**src/rtl/adc_frame_ctrl.sv**
```systemverilog
// adc_frame_ctrl: paces the I2S ADC receiver handshake and ping-pongs captured
// samples into a two-bank frame buffer that the FFT drains one bank at a time.
module adc_frame_ctrl #(
   parameter int FRAME_LEN = 512,
   parameter int IDX_W     = 9
) (
   input  logic             sck,
   input  logic             rst,
   input  logic             enable,
   output logic             adc_start,
   input  logic             adc_flag,
   input  logic [31:0]      adc_data,
   output logic             adc_ack,
   output logic             bram_we,
   output logic [IDX_W:0]   bram_addr,
   output logic [31:0]      bram_wdata,
   output logic             frame_ready,
   output logic             ready_bank,
   input  logic             fft_done,
   output logic [15:0]      drop_cnt,
   output logic             overflow
);

   typedef enum logic [2:0] {IDLE, ARM, WAIT_S, WRITE, ACK_HI, ACK_LO} state_t;

   localparam logic [IDX_W-1:0] IDX_LAST = IDX_W'(FRAME_LEN - 1);

   state_t           state, state_nxt;
   logic [IDX_W-1:0] idx;
   logic             wr_bank, rd_bank;
   logic [1:0]       full, full_nxt;
   logic             lo_wait;
   logic             capture, fill, release_bank, to_idle;

   function automatic logic [15:0] sat_inc(input logic [15:0] v);
      return (v == 16'hFFFF) ? v : v + 16'd1;
   endfunction

   always_ff @(posedge sck) begin
      if (rst) state <= IDLE;
      else     state <= state_nxt;
   end

   always_comb begin
      state_nxt = state;
      case (state)
         IDLE:    if (enable) state_nxt = ARM;
         ARM:     state_nxt = WAIT_S;
         WAIT_S: begin
            if (adc_flag)     state_nxt = WRITE;
            else if (!enable) state_nxt = IDLE;
         end
         WRITE:   state_nxt = ACK_HI;
         ACK_HI:  state_nxt = ACK_LO;
         // ack stays low for at least two cycles so the receiver always sees its falling edge
         ACK_LO:  if (lo_wait && !adc_flag) state_nxt = enable ? WAIT_S : IDLE;
         default: state_nxt = IDLE;
      endcase
   end

   always_comb begin
      capture      = (state == WAIT_S) && adc_flag;
      fill         = (state == WRITE) && bram_we && (idx == IDX_LAST);
      release_bank = fft_done && full[rd_bank];
      to_idle      = (state_nxt == IDLE) && ((state == WAIT_S) || (state == ACK_LO));
      full_nxt     = full;
      if (fill)         full_nxt[wr_bank] = 1'b1;
      if (release_bank) full_nxt[rd_bank] = 1'b0;
   end

   always_ff @(posedge sck) begin
      if (rst) begin
         adc_start   <= 1'b0;
         adc_ack     <= 1'b0;
         bram_we     <= 1'b0;
         bram_addr   <= '0;
         bram_wdata  <= '0;
         frame_ready <= 1'b0;
         ready_bank  <= 1'b0;
         drop_cnt    <= '0;
         overflow    <= 1'b0;
         idx         <= '0;
         wr_bank     <= 1'b0;
         rd_bank     <= 1'b0;
         full        <= '0;
         lo_wait     <= 1'b0;
      end else begin
         adc_start   <= (state_nxt == ARM);
         adc_ack     <= (state_nxt == ACK_HI);
         bram_we     <= capture && !full[wr_bank];
         frame_ready <= fill;
         lo_wait     <= (state == ACK_LO);
         full        <= full_nxt;
         if (release_bank) rd_bank <= ~rd_bank;
         if (capture) begin
            bram_addr  <= {wr_bank, idx};
            bram_wdata <= adc_data;
         end
         // write/drop decision was taken at capture and is carried by bram_we
         if (state == WRITE) begin
            if (bram_we) begin
               if (fill) begin
                  idx        <= '0;
                  wr_bank    <= ~wr_bank;
                  ready_bank <= wr_bank;
               end else begin
                  idx <= idx + IDX_W'(1);
               end
            end else begin
               drop_cnt <= sat_inc(drop_cnt);
               overflow <= 1'b1;
            end
         end
         if (to_idle) idx <= '0;
      end
   end

endmodule

```
**config.mk**
```make
export PLATFORM = sky130hd
export DESIGN_NAME = adc_frame_ctrl
export DESIGN_NICKNAME = d
export VERILOG_FILES = /design/src/rtl/adc_frame_ctrl.sv
export SDC_FILE = /design/constraint.sdc
export NUM_CORES = 1
export LEC_CHECK = 0
export CORE_MARGIN = 5
export CORE_UTILIZATION = 40
export CTS_BUF_LIST = sky130_fd_sc_hd__clkbuf_8
export DETAILED_ROUTE_END_ITERATION = 7
export PLACE_DENSITY = 0.7
export SKIP_LAST_GASP = 1
export SLEW_MARGIN = 10
export SYNTH_ARGS = -nofsm -noshare
export SYNTH_HDL_FRONTEND = slang
export SYNTH_SLANG_ARGS = --single-unit
export TNS_END_PERCENT = 10
```
**constraint.sdc**
```tcl
create_clock -name sck -period 3.43 [get_ports sck]
set_input_delay 0.686 -clock sck [delete_from_list [all_inputs] [get_ports sck]]
set_output_delay 0.686 -clock sck [all_outputs]
set_load 0.05 [all_outputs]
```
* Word level (Yosys, flattened, before mapping) *
Index checks and enable logic that the tools add are counted.

storage, ports and cells
  input bits = 37
  bits in registers = 81

operators by class
  magnitude comparators = 4
  bitwise operators = 7
  muxes and demuxes = 17
  add/sub/neg operators = 2
  reductions and logical operators = 19
  equal/unequal tests = 9

operators with widths
  cell                     count
  $pmux W3 S6              1
  $add A16 B1 Y16 const B  1
  $eq A16 B16 Y1 const B   1
  $mux W3                  4
  $add A9 B1 Y9 const B    1
  $eq A3 B3 Y1 const B     3
  $eq A9 B9 Y1 const B     1
  $logic_and A1 B1 Y1      9
  $mux W9                  1
  $eq A3 B1 Y1 const B     2
  $eq A3 B2 Y1 const B     2
  $logic_not A3 Y1         2
  $mux W1                  6
  $mux W2                  3
  $reduce_and A3 Y1        2
  $lt A1 B2 Y1 const B     2
  $not A1 Y1               4
  $reduce_and A2 Y1        2
  $and A2 B2 Y2            1
  $demux W1 S1             2
  $ge A1 B1 Y1 const B     2
  $logic_not A1 Y1         2
  $not A2 Y2               1
  $or A2 B2 Y2             1
  other kinds (2)          2

* Longest topological paths before layout *
Gate-level depths: netlist (run 1).

  depth after elaboration = 8
  mapped depth = 7
  depth with buffers taken out = 7

* Worst setup path before layout (run 1) *
Ideal clock, no wire load.

  path type = register -> register
  start point = register drop_cnt[0]
  end point = register drop_cnt[8]
  buffers on the path = 0
  slack = 1.348 ns
  arrival = 2.011 ns
  clock period less this slack = 2.082 ns
  cell stages (with the launch flop) = 6
  required time = 3.359 ns
  cells stage by stage = dfxtp_1 > ha_1 > nor2b_1 > nand3_1 > or4_1 > a21oi_1

on the way
  word-level cells in the longest chain between the ends = 3
  elaborated cells between the ends (all ways) = 4
  those cells by class = 1 x add/sub; 1 x eq/ne; 1 x bitwise; 1 x reduce/logical

RTL lines
  what                                                     RTL line  source
  start, declared                                          20        output logic [15:0] drop_cnt,
  start signal, assigned                                   110       drop_cnt <= sat_inc(drop_cnt);
  branches (longest 3 deep; another with $add A16 B1 Y16)  --

Several ways; the timed one is not identified.
A chain may end at the register's enable or synchronous reset.

* Final worst setup path (run 1) *
  start point = register bram_we
  end point = output port bram_we

RTL lines
  what                    RTL line  source
  start, declared         14        output logic bram_we,
  start signal, assigned  90        bram_we <= capture && !full[wr_bank];

No word-level cell between the ends.

==> results of run 1 <==
[cell type report]
type / count / area, sq um
Sequential cell: 81 / 1620
Clock inverter: 7 / 108
Multi-Input combinational cell: 284 / 1530
Timing Repair Buffer: 103 / 1020
Clock buffer: 9 / 124
Tap cell: 105 / 131
Inverter: 8 / 30.0
Fill cell: 737 / 3570
[sequential cells by signal (all words and copies together), names as in the netlist, 2 cells and up]
register,flops
bram_wdata,32
drop_cnt,16
bram_addr,10
idx,9
state,3
full,2
[power by group]
group	total, mW	leakage (nW)	internal, mW	switching (mW)
Combinational	0.187	0.756	0.0781	0.109
Sequential	0.970	0.654	0.956	0.0138
Clock	0.800	0.114	0.425	0.374
[per-stage QoR]
| stage | instance area, sq um | hold slack (ps) | util | setup slack, ps |
|---|---|---|---|---|
| floorplan | 3290 | 449 | - | 1350 |
| global placement | 4330 | 441 | 0.533 | 943 |
| detailed placement | 4330 | 446 | 0.533 | 915 |
| CTS | 4570 | 459 | 0.561 | 970 |
| global route | 4570 | 475 | 0.561 | 927 |
| finish | 4570 | 456 | 0.561 | 997 |
[cell usage in the layout, fill, tap and decap left out, types with 4 or more instances in the layout]
| cell | n |
|---|---|
| nand2_1 | 100 |
| mux2_2 | 5 |
| nor2b_1 | 6 |
| nor3_1 | 7 |
| dfxtp_1 | 81 |
| inv_1 | 8 |
| nand4_1 | 7 |
| clkbuf_8 | 9 |
| nor2_1 | 23 |
| a21oi_1 | 61 |
| nand3_1 | 14 |
| and3_1 | 4 |
| clkdlybuf4s50_1 | 99 |
| xnor2_1 | 6 |
| or4_1 | 6 |
| o31ai_1 | 6 |
[layer usage]
metal / share of wire / GRT usage / wire [microns] / up-vias
met4: 0.012 / 0.0622 / 92 / 0
met3: 0.062 / 0.0332 / 497 / 6
met2: 0.47 / 0.257 / 3730 / 79
met1: 0.46 / 0.209 / 3650 / 1401
li1: - / - / - / 1552
met5: 0 / 0 / 0 / -
[cell families (layout without fill, tap and decap cells)]
kind of cell               after synthesis  after routing  synth area share
AOI/OAI and AO/OA                       82             82             0.143
DFF                                     81             81             0.493
adders and majority gates                3              3            0.0114
buffers and inverters                   32            127            0.0418
xor gates and xnor gates                 8              8            0.0213
muxes                                    6              6            0.0201
and+or+nand+nor                        185            185             0.269
[path summary, 6_finish.rpt]
check             slack [ps]  cells past startpoint                           to
setup reg to reg        1210                      5  bram_wdata[29]$_SDFFE_PP0P_
hold / removal           460                      2  bram_wdata[28]$_SDFFE_PP0P_
setup / recovery        1000                      1                      bram_we
hold reg to reg          460                      2  bram_wdata[28]$_SDFFE_PP0P_
==> key figures, run 1 <==
Run status
  • Status: finished, final reports clean

Clock tree
  • Clk Latency, worst-skew pair: 340 ps
  • Root buffer cell: clkbuf_8
  • CTS buffer count: 9
  • H-tree levels: 3
  • TritonCTS Sinks: 81
  • Postcts setup bufs: 0
  • Post-CTS Hold Buffers: 0
  • Resize count post-CTS: 0
  • CTS tree: done
  • Clock transition at the registers of the reported paths: 90 ps
  • Max clock buf depth: 2

STA
  • Min Tclk post-route: 2430 ps
  • Setup TNS Final: 0 ps
  • Slew @ Worst Pin: 713 ps
  • Final setup skew: 8.19 ps
  • Worst rel slew slack: 0.525
  • Count of final setup violators: 0
  • Fin. Hold Viols: 0
  • Peak Freq: 0.411 GHz
  • RSZ-0062 raised after global routing: no
  • Slew Limit Fails: 0
  • Fin crit share: 0.709

Global routing
  • Global Route Usage Sum: 0.159
  • Gr ovfl total: 0
  • Vias in the first global route: roughly 2,900
  • Largest net degree at the start of global routing: 74
  • First-pass GRT wire length: around 13,000 microns
  • Initial antenna violation count: 0

Logic synthesis
  • Syn_area_per_cell: 8.29 sq um
  • Synth top area share: 0.493
  • Post-synth EDFFs: 0
  • Commonest cells in the netlist: 100 x nand2_1, 81 x dfxtp_1, 61 x a21oi_1
  • Ys async rst share: 0
  • Yosys warns: 0
  • Seq cells post-synth: 81
  • Share of the yosys chip area belonging to registers: 0.493
  • Synthesized area: 0.00329 sq mm
  • Predominant post-synthesis flop cell: dfxtp_1
  • Synth cell types: 43
  • Yosys top cell by area: dfxtp_1
  • Top-count cell post-synth: nand2_1
  • Largest cells by area after synthesis: dfxtp_1 49%, nand2_1 11%, a21oi_1 9.3%
  • Mapped Cells: 397
  • Mapped Nets: 437

Drt
  • Routed vias: 3,038
  • Initial DRC Count: 90
  • Detailed Route WL: 7970 microns
  • Vias/cell: between 5 and 6
  • DR DRC count: 0
  • First-pass iteration count of the detailed router: 4
  • Routed Antenna Nets: 0
  • Wire per inst: 13.4 microns

Setup path
  • Max stage delay on crit path: approximately 900 ps
  • Critical Path Source: bram_we$_SDFF_PP0_
  • CP Buf/Inv Count: 1
  • Largest delay contributor family on the critical path: buffers and inverters
  • Crit path cell chain: clkdlybuf4s50_1
  • Arr. time, crit path: roughly 1800 ps
  • Crit Path Category: flop to primary output
  • Reg-to-reg startpoint: state[1]$_SDFF_PP0_
  • CP required: between 2000 and 3000 ps
  • Worst Setup End Kind: primary output
  • Worst path slowest cell: clkdlybuf4s50_1
  • Startpoint Class: flop
  • Max FO, Critical Path: 9

Finish
  • Layout cell share with drive strength beyond 1: 0.0630
  • Non-filler cells in the finished layout: between 500 and 600
  • # diodes: 0
  • Layout area overhead: 38.7%
  • Layout Nets: about 530

Job
  • Max Cap Violations: 0

Worst hold path
  • Hold path start: bram_wdata[28]$_SDFFE_PP0P_
  • Min-delay worst type: flop to flop

Pwr
  • Tot Pwr: between 1.5 and 2 mW
  • Power density over cell area: 429 mW/mm^2
  • VDD IR max: 212 uV
  • LEAKAGE: 1.52 nW

Placed design
  • Placed cell count: 581
  • Port bufs: 100
  • Hpwl dp: 5580 microns
  • GP Congestion: 0.793

Floorplan
  • # rows: 33
  • Die Span Y: 101 microns
  • CORE AREA: approximately 0.0081 sq mm
  • Die area: 0.0101 sq mm
  • Top Ports: 101
  • Die W: 101 microns
  • Initial Utilization: 0.405
Note: power is estimated with default switching activity, not from simulation.
==> inputs of run 2 (changes only) <==
Settings changed: PLACE_DENSITY 0.7 to 0.73.
Clock period 3.43 ns to 2.21 ns, I/O delays scaled along.
==> run 2 against run 1 <==
Against the previous run: clock power is 35% higher; via count is 0.53% higher; final cell count increased by 0.84%; power grew 47%; design area is 0.60% higher; critical path type unchanged.
==> key figures, run 2 (same netlist as run 1, synthesis figures left out) <==
Finish
  • # diodes: 0 (unchanged)
  • Layout Nets: 532 (+0.95%)
  • Commonest non-fill, non-tap cell in the layout: nand2_1
  • Largest registers: bram_wdata (32), drop_cnt (16), bram_addr (10)
  • Layout area overhead: 39.5%
  • Top reg by flops: bram_wdata
  • Layout cell share with drive strength beyond 1: 0.0704 (+0.00741)
  • Max reg flops: 32 (unchanged)
  • Most frequent cells in the layout: 100 x nand2_1, 97 x clkdlybuf4s50_1, 81 x dfxtp_1, 61 x a21oi_1, 23 x nor2_1
  • Non-filler cells in the finished layout: 602 (+0.84%)

Floorplan
  • Die area: 0.0101 sq mm (unchanged)
  • Die Span Y: 101 microns (unchanged)
  • Initial Utilization: 0.405 (unchanged)
  • Die W: 101 microns (unchanged)
  • Top Ports: 101 (unchanged)
  • # rows: 33 (unchanged)
  • CORE AREA: 0.00813 sq mm (unchanged)

Setup path
  • Worst reg-to-reg path cell count: 5 (unchanged)
  • Arr. time, crit path: 1670 ps (-80 ps)
  • Crit Path Category: flop to primary output
  • Max FO, Critical Path: 7 (-2)
  • Crit path cell chain: clkdlybuf4s50_1
  • Largest delay contributor family on the critical path: buffers and inverters
  • Critical path depth: 1 (unchanged)
  • Startpoint Class: flop
  • Worst Setup End Kind: primary output
  • CP Buf/Inv Count: 1 (unchanged)
  • Worst path slowest cell: clkdlybuf4s50_1
  • Max stage delay on crit path: 860 ps (-40 ps)
  • CP required: 1770 ps (-970 ps)

Drt
  • Wire per inst: 13.6 microns (+1.9%)
  • Initial DRC Count: 148 (+64%)
  • DR DRC count: 0 (unchanged)
  • Vias/cell: 5.07 (-0.31%)
  • Detailed Route WL: 8190 microns (+2.8%)
  • Routed vias: 3,054 (+0.53%)
  • First-pass iteration count of the detailed router: 6 (+2)
  • Routed Antenna Nets: 0 (unchanged)

Global routing
  • Global routing usage on met2: 0.257 (unchanged)
  • Grt met3 use: 0.0429 (+0.00969)
  • Vias in the first global route: 2,900 (+1.1%)
  • First-pass GRT wire length: 13,400 microns (+1.3%)
  • Initial antenna violation count: 0 (unchanged)
  • Global Route Usage Sum: 0.162 (+0.00284)
  • Met1 Usage GRT: 0.213 (+0.00391)
  • GR peak layer: met2
  • Gr ovfl total: 0 (unchanged)
  • Largest net degree at the start of global routing: 74 (unchanged)

Pwr
  • Pint: 2.16 mW (+48%)
  • LEAKAGE: 1.57 nW (+2.9%)
  • VDD IR max: 392 uV (+85%)
  • Sequential power share: 0.522 (+0.026)
  • Switching share of power: 0.250 (-0.00361)
  • Clock power frac: 0.374 (-0.035)
  • Switching pwr: 0.722 mW (+45%)
  • Power density over cell area: 628 mW/mm^2 (+46%)
  • Logic gate share of total power: 0.105 (+0.009)

Clock tree
  • Max clock buf depth: 2 (unchanged)
  • Clock transition at the registers of the reported paths: 80 ps (about the same)
  • H-tree levels: 3 (unchanged)
  • Root buffer cell: clkbuf_8
  • Clk Latency, worst-skew pair: 340 ps (about the same)
  • CTS buffer count: 9 (unchanged)
  • TritonCTS Sinks: 81 (unchanged)
  • CTS tree: done
  • Resize count post-CTS: 0 (unchanged)
  • Post-CTS Hold Buffers: 0 (unchanged)
  • Postcts setup bufs: 0 (unchanged)

STA
  • Fin crit share: 0.955
  • Hold Worst Slack: 455 ps (-0.738 ps)
  • Worst Slack Setup Final: 98.4 ps (-899 ps)
  • Worst rel slew slack: 0.645 (+0.120)
  • Slew @ Worst Pin: 529 ps (-184 ps)
  • RSZ-0062 raised after global routing: no
  • Peak Freq: 0.474 GHz
  • Slew Limit Fails: 0 (unchanged)
  • Final setup skew: 9.79 ps (+1.59 ps)
  • Count of final setup violators: 0 (unchanged)
  • Fin. Hold Viols: 0 (unchanged)
  • Min Tclk post-route: 2110 ps
  • Setup TNS Final: 0 ps (unchanged)

Run status
  • Status: finished, final reports clean

Placed design
  • GP Congestion: 0.813 (+2.5%)
  • Placed cell count: 586 (+0.86%)
  • Hpwl dp: 5780 microns (+3.6%)
  • Port bufs: 100 (unchanged)
  • Pre-CTS setup slack: 308 ps (-607 ps)

Worst hold path
  • Hold path cells: 2 (unchanged)
  • Min-delay worst type: flop to flop

Job
  • Max Cap Violations: 0 (unchanged)
==> run 2: cell count changes in the layout (fill, tap and decap cells not counted), moves of 2 or more <==
cell / delta
buf_4: +4
buf_12: +2
clkdlybuf4s50_1: -2
inv_1: +2
inv_8: -2
==> run 2: per-stage QoR <==
stage                      util  total power, mW  cell area (sq um)
after CTS                 0.564             2.91               4590
after detailed placement  0.540             1.84               4390
after global placement    0.540             1.84               4390
final                     0.565             2.88               4590
after global routing      0.565             2.99               4590
after floorplan               -             1.71               3290
==> run 2: cell type report <==
| class | instances | area (sq um) |
|---|---|---|
| tap | 105 | 131 |
| timing repair buffer | 108 | 1080 |
| sequential | 81 | 1620 |
| fill | 752 | 3540 |
| inverter | 8 | 30.0 |
| multi-input combinational | 284 | 1530 |
| clock buffer | 10 | 138 |
| clock inverter | 6 | 58.8 |
==> run 2: worst paths after layout <==
check	from	endpoint	slack (ps)
max	drop_cnt[8]$_SDFFE_PP0P_	drop_cnt[8]	100
min	bram_wdata[18]$_SDFFE_PP0P_	bram_wdata[18]$_SDFFE_PP0P_	460
max reg2reg	drop_cnt[0]$_SDFFE_PP0P_	drop_cnt[14]$_SDFFE_PP0P_	290
min reg2reg	bram_wdata[18]$_SDFFE_PP0P_	bram_wdata[18]$_SDFFE_PP0P_	460
==> run 2: metal layers <==
| layer | up-vias | routed length [microns] |
|---|---|---|
| li1 | 1562 | - |
| met3 | 11 | 535 |
| met5 | - | 0 |
| met2 | 83 | 3810 |
| met4 | 0 | 115 |
| met1 | 1398 | 3740 |
==> run 2: power groups by stage <==
stage | Combinational [mW] | Sequential [mW] | Clock (mW)
global placement | 0.302 | 1.54 | 0
global route | 0.323 | 1.51 | 1.16
finish | 0.302 | 1.50 | 1.08
detailed placement | 0.304 | 1.54 | 0
floorplan | 0.103 | 1.60 | 0
CTS | 0.304 | 1.50 | 1.11
==> inputs of run 3 (changes only) <==
--- a/config.mk
+++ b/config.mk
@@ -6,4 +6,5 @@
 export NUM_CORES = 1
 export LEC_CHECK = 0
+export CAP_MARGIN = 5
 export CORE_MARGIN = 5
 export CORE_UTILIZATION = 40
==> constraint.sdc (replaced) <==
create_clock -name sck -period 2.21 [get_ports sck]
set_input_delay 0.5525 -clock sck [delete_from_list [all_inputs] [get_ports sck]]
set_output_delay 0.5525 -clock sck [all_outputs]
set_load 0.05 [all_outputs]
==> run 3 against run 2 <==
Against the previous run: worst hold slack is essentially flat; power shrank 2.9%; sequential share of layout area grew 0.058 points; utilization shrank 0.092 points; fmax shrank 4.1%; critical path type unchanged; largest power group unchanged.
==> key figures, run 3 (same netlist as run 1, synthesis figures left out) <==
Run status
  • Status: finished, final reports clean

Clock tree
  • TritonCTS Sinks: 81 (unchanged)
  • Resize count post-CTS: 1 (+1)
  • CTS buffer count: 9 (unchanged)
  • Postcts setup bufs: 0 (unchanged)
  • CTS tree: done
  • Clk Latency, worst-skew pair: 340 ps (about the same)
  • Clock transition at the registers of the reported paths: 80 ps (about the same)
  • Root buffer cell: clkbuf_8
  • Max clock buf depth: 2 (unchanged)
  • H-tree levels: 3 (unchanged)
  • Post-CTS Hold Buffers: 0 (unchanged)

Finish
  • Commonest non-fill, non-tap cell in the layout: nand2_1
  • Fillers: 760 (+1.1%)
  • Layout cell share with drive strength beyond 1: 0.0780 (+0.00758)
  • Largest registers: bram_wdata (32), drop_cnt (16), bram_addr (10)
  • Non-filler cells in the finished layout: 605 (+0.50%)
  • Multi-input gate area: 0.00153 sq mm (unchanged)
  • Max reg flops: 32 (unchanged)
  • Layout Nets: 535 (+0.56%)
  • Top reg by flops: bram_wdata
  • Most frequent cells in the layout: 100 x nand2_1, 95 x clkdlybuf4s50_1, 81 x dfxtp_1, 61 x a21oi_1, 23 x nor2_1
  • FF+latch area: 0.00162 sq mm (unchanged)
  • # diodes: 0 (unchanged)
  • Layout area overhead: 39.3%

Global routing
  • Largest net degree at the start of global routing: 43 (-42%)
  • First-pass GRT wire length: 14,000 microns (+4.6%)
  • Gr ovfl total: 0 (unchanged)
  • Global Route Usage Sum: 0.168 (+0.00598)
  • Grt met3 use: 0.0339 (-0.00900)
  • Global routing usage on met2: 0.279 (+0.0223)
  • GR peak layer: met2
  • Met1 Usage GRT: 0.219 (+0.00680)
  • Vias in the first global route: 3,068 (+5.8%)
  • Initial antenna violation count: 0 (unchanged)

STA
  • Fin. Hold Viols: 0 (unchanged)
  • RSZ-0062 raised after global routing: yes
  • Setup TNS Final: 0 ps (unchanged)
  • Peak Freq: 0.454 GHz (-4.1%)
  • Slew Limit Fails: 0 (unchanged)
  • Count of final setup violators: 0 (unchanged)
  • Min Tclk post-route: 2200 ps (+91.0 ps)
  • Worst rel slew slack: 0.645 (about the same)
  • Fin crit share: 0.997 (+0.0412)
  • Slew @ Worst Pin: 528 ps (-0.898 ps)
  • Final setup skew: 8.10 ps (-1.69 ps)

Setup path
  • Crit Path Category: flop to primary output
  • Reg-to-reg startpoint: drop_cnt[0]$_SDFFE_PP0P_
  • Arr. time, crit path: 1650 ps (-20 ps)
  • Largest delay contributor family on the critical path: buffers and inverters
  • Worst Setup End Kind: primary output
  • Startpoint Class: flop
  • Max FO, Critical Path: 7 (unchanged)
  • Worst path slowest cell: clkdlybuf4s50_1
  • R2R Path End: drop_cnt[8]$_SDFFE_PP0P_
  • Crit path cell chain: clkdlybuf4s50_1
  • Max stage delay on crit path: 850 ps (about the same)
  • CP required: 1660 ps (-110 ps)
  • Worst reg-to-reg path cell count: 5 (unchanged)
  • Setup slack, reg-to-reg: 290 ps (about the same)
  • CP Buf/Inv Count: 1 (unchanged)

Placed design
  • Placed cell count: 589 (+0.51%)
  • Port bufs: 100 (unchanged)
  • GP Congestion: 0.846 (+4.0%)
  • Hpwl dp: 5970 microns (+3.3%)

Floorplan
  • Die area: 0.0101 sq mm (unchanged)
  • Initial Utilization: 0.405 (unchanged)
  • CORE AREA: 0.00813 sq mm (unchanged)
  • Die W: 101 microns (unchanged)
  • # rows: 33 (unchanged)
  • Top Ports: 101 (unchanged)
  • Die Span Y: 101 microns (unchanged)

Pwr
  • LEAKAGE: 1.58 nW (+0.41%)
  • VDD IR max: 344 uV (-12%)
  • Power density over cell area: 611 mW/mm^2 (-2.7%)

Drt
  • Vias/cell: 5.18 (+2.1%)
  • Routed vias: 3,134 (+2.6%)
  • Detailed Route WL: 8450 microns (+3.1%)
  • Initial DRC Count: 105 (-29%)
  • Routed Antenna Nets: 0 (unchanged)
  • DR DRC count: 0 (unchanged)
  • First-pass iteration count of the detailed router: 4 (-2)
  • Wire per inst: 14.0 microns (+2.6%)

Job
  • Max Cap Violations: 0 (unchanged)

Worst hold path
  • Worst Hold End: bram_addr[9]$_SDFFE_PP0P_
  • Min-delay worst type: flop to flop
  • Hold path start: bram_addr[9]$_SDFFE_PP0P_
  • Hold path cells: 2 (unchanged)
run 3: final cells by class:
class	instances	area share
sequential	81	0.354
inverter	8	0.00655
clock inverter	5	0.00682
tap	105	0.0286
clock buffer	11	0.0330
multi-input combinational	284	0.334
timing repair buffer	111	0.237
run 3: power by group:
group	total [mW]	internal [mW]	switching, mW
Sequential	1.50	1.48	0.0178
Combinational	0.312	0.131	0.181
Clock	0.987	0.466	0.520
run 3: through the flow:
step	setup slack (ps)	power (mW)	cell area (sq um)	hold WS, ps	util
after floorplan	128	1.71	3290	449	-
after global placement	318	1.84	4400	441	0.541
after detailed placement	284	1.85	4400	446	0.541
after CTS	1.75	2.82	4580	458	0.563
after global routing	-44.0	2.92	4590	477	0.564
final	7.45	2.80	4590	455	0.564
run 3: routing by layer:
metal | vias to the layer above | wire [microns]
met5 | - | 0
met4 | 0 | 110
met3 | 8 | 514
met2 | 95 | 3960
met1 | 1467 | 3870
li1 | 1564 | -
run 3: worst max path at each step:
stage / startpoint / endpoint / cells past startpoint
global route: drop_cnt[1]$_SDFFE_PP0P_ / drop_cnt[1] / 1
global placement: adc_flag / bram_we$_SDFF_PP0_ / 3
floorplan: drop_cnt[0]$_SDFFE_PP0P_ / drop_cnt[8]$_SDFFE_PP0P_ / 5
detailed placement: adc_flag / bram_wdata[26]$_SDFFE_PP0P_ / 5
finish: drop_cnt[12]$_SDFFE_PP0P_ / drop_cnt[12] / 1
CTS: drop_cnt[2]$_SDFFE_PP0P_ / drop_cnt[2] / 1
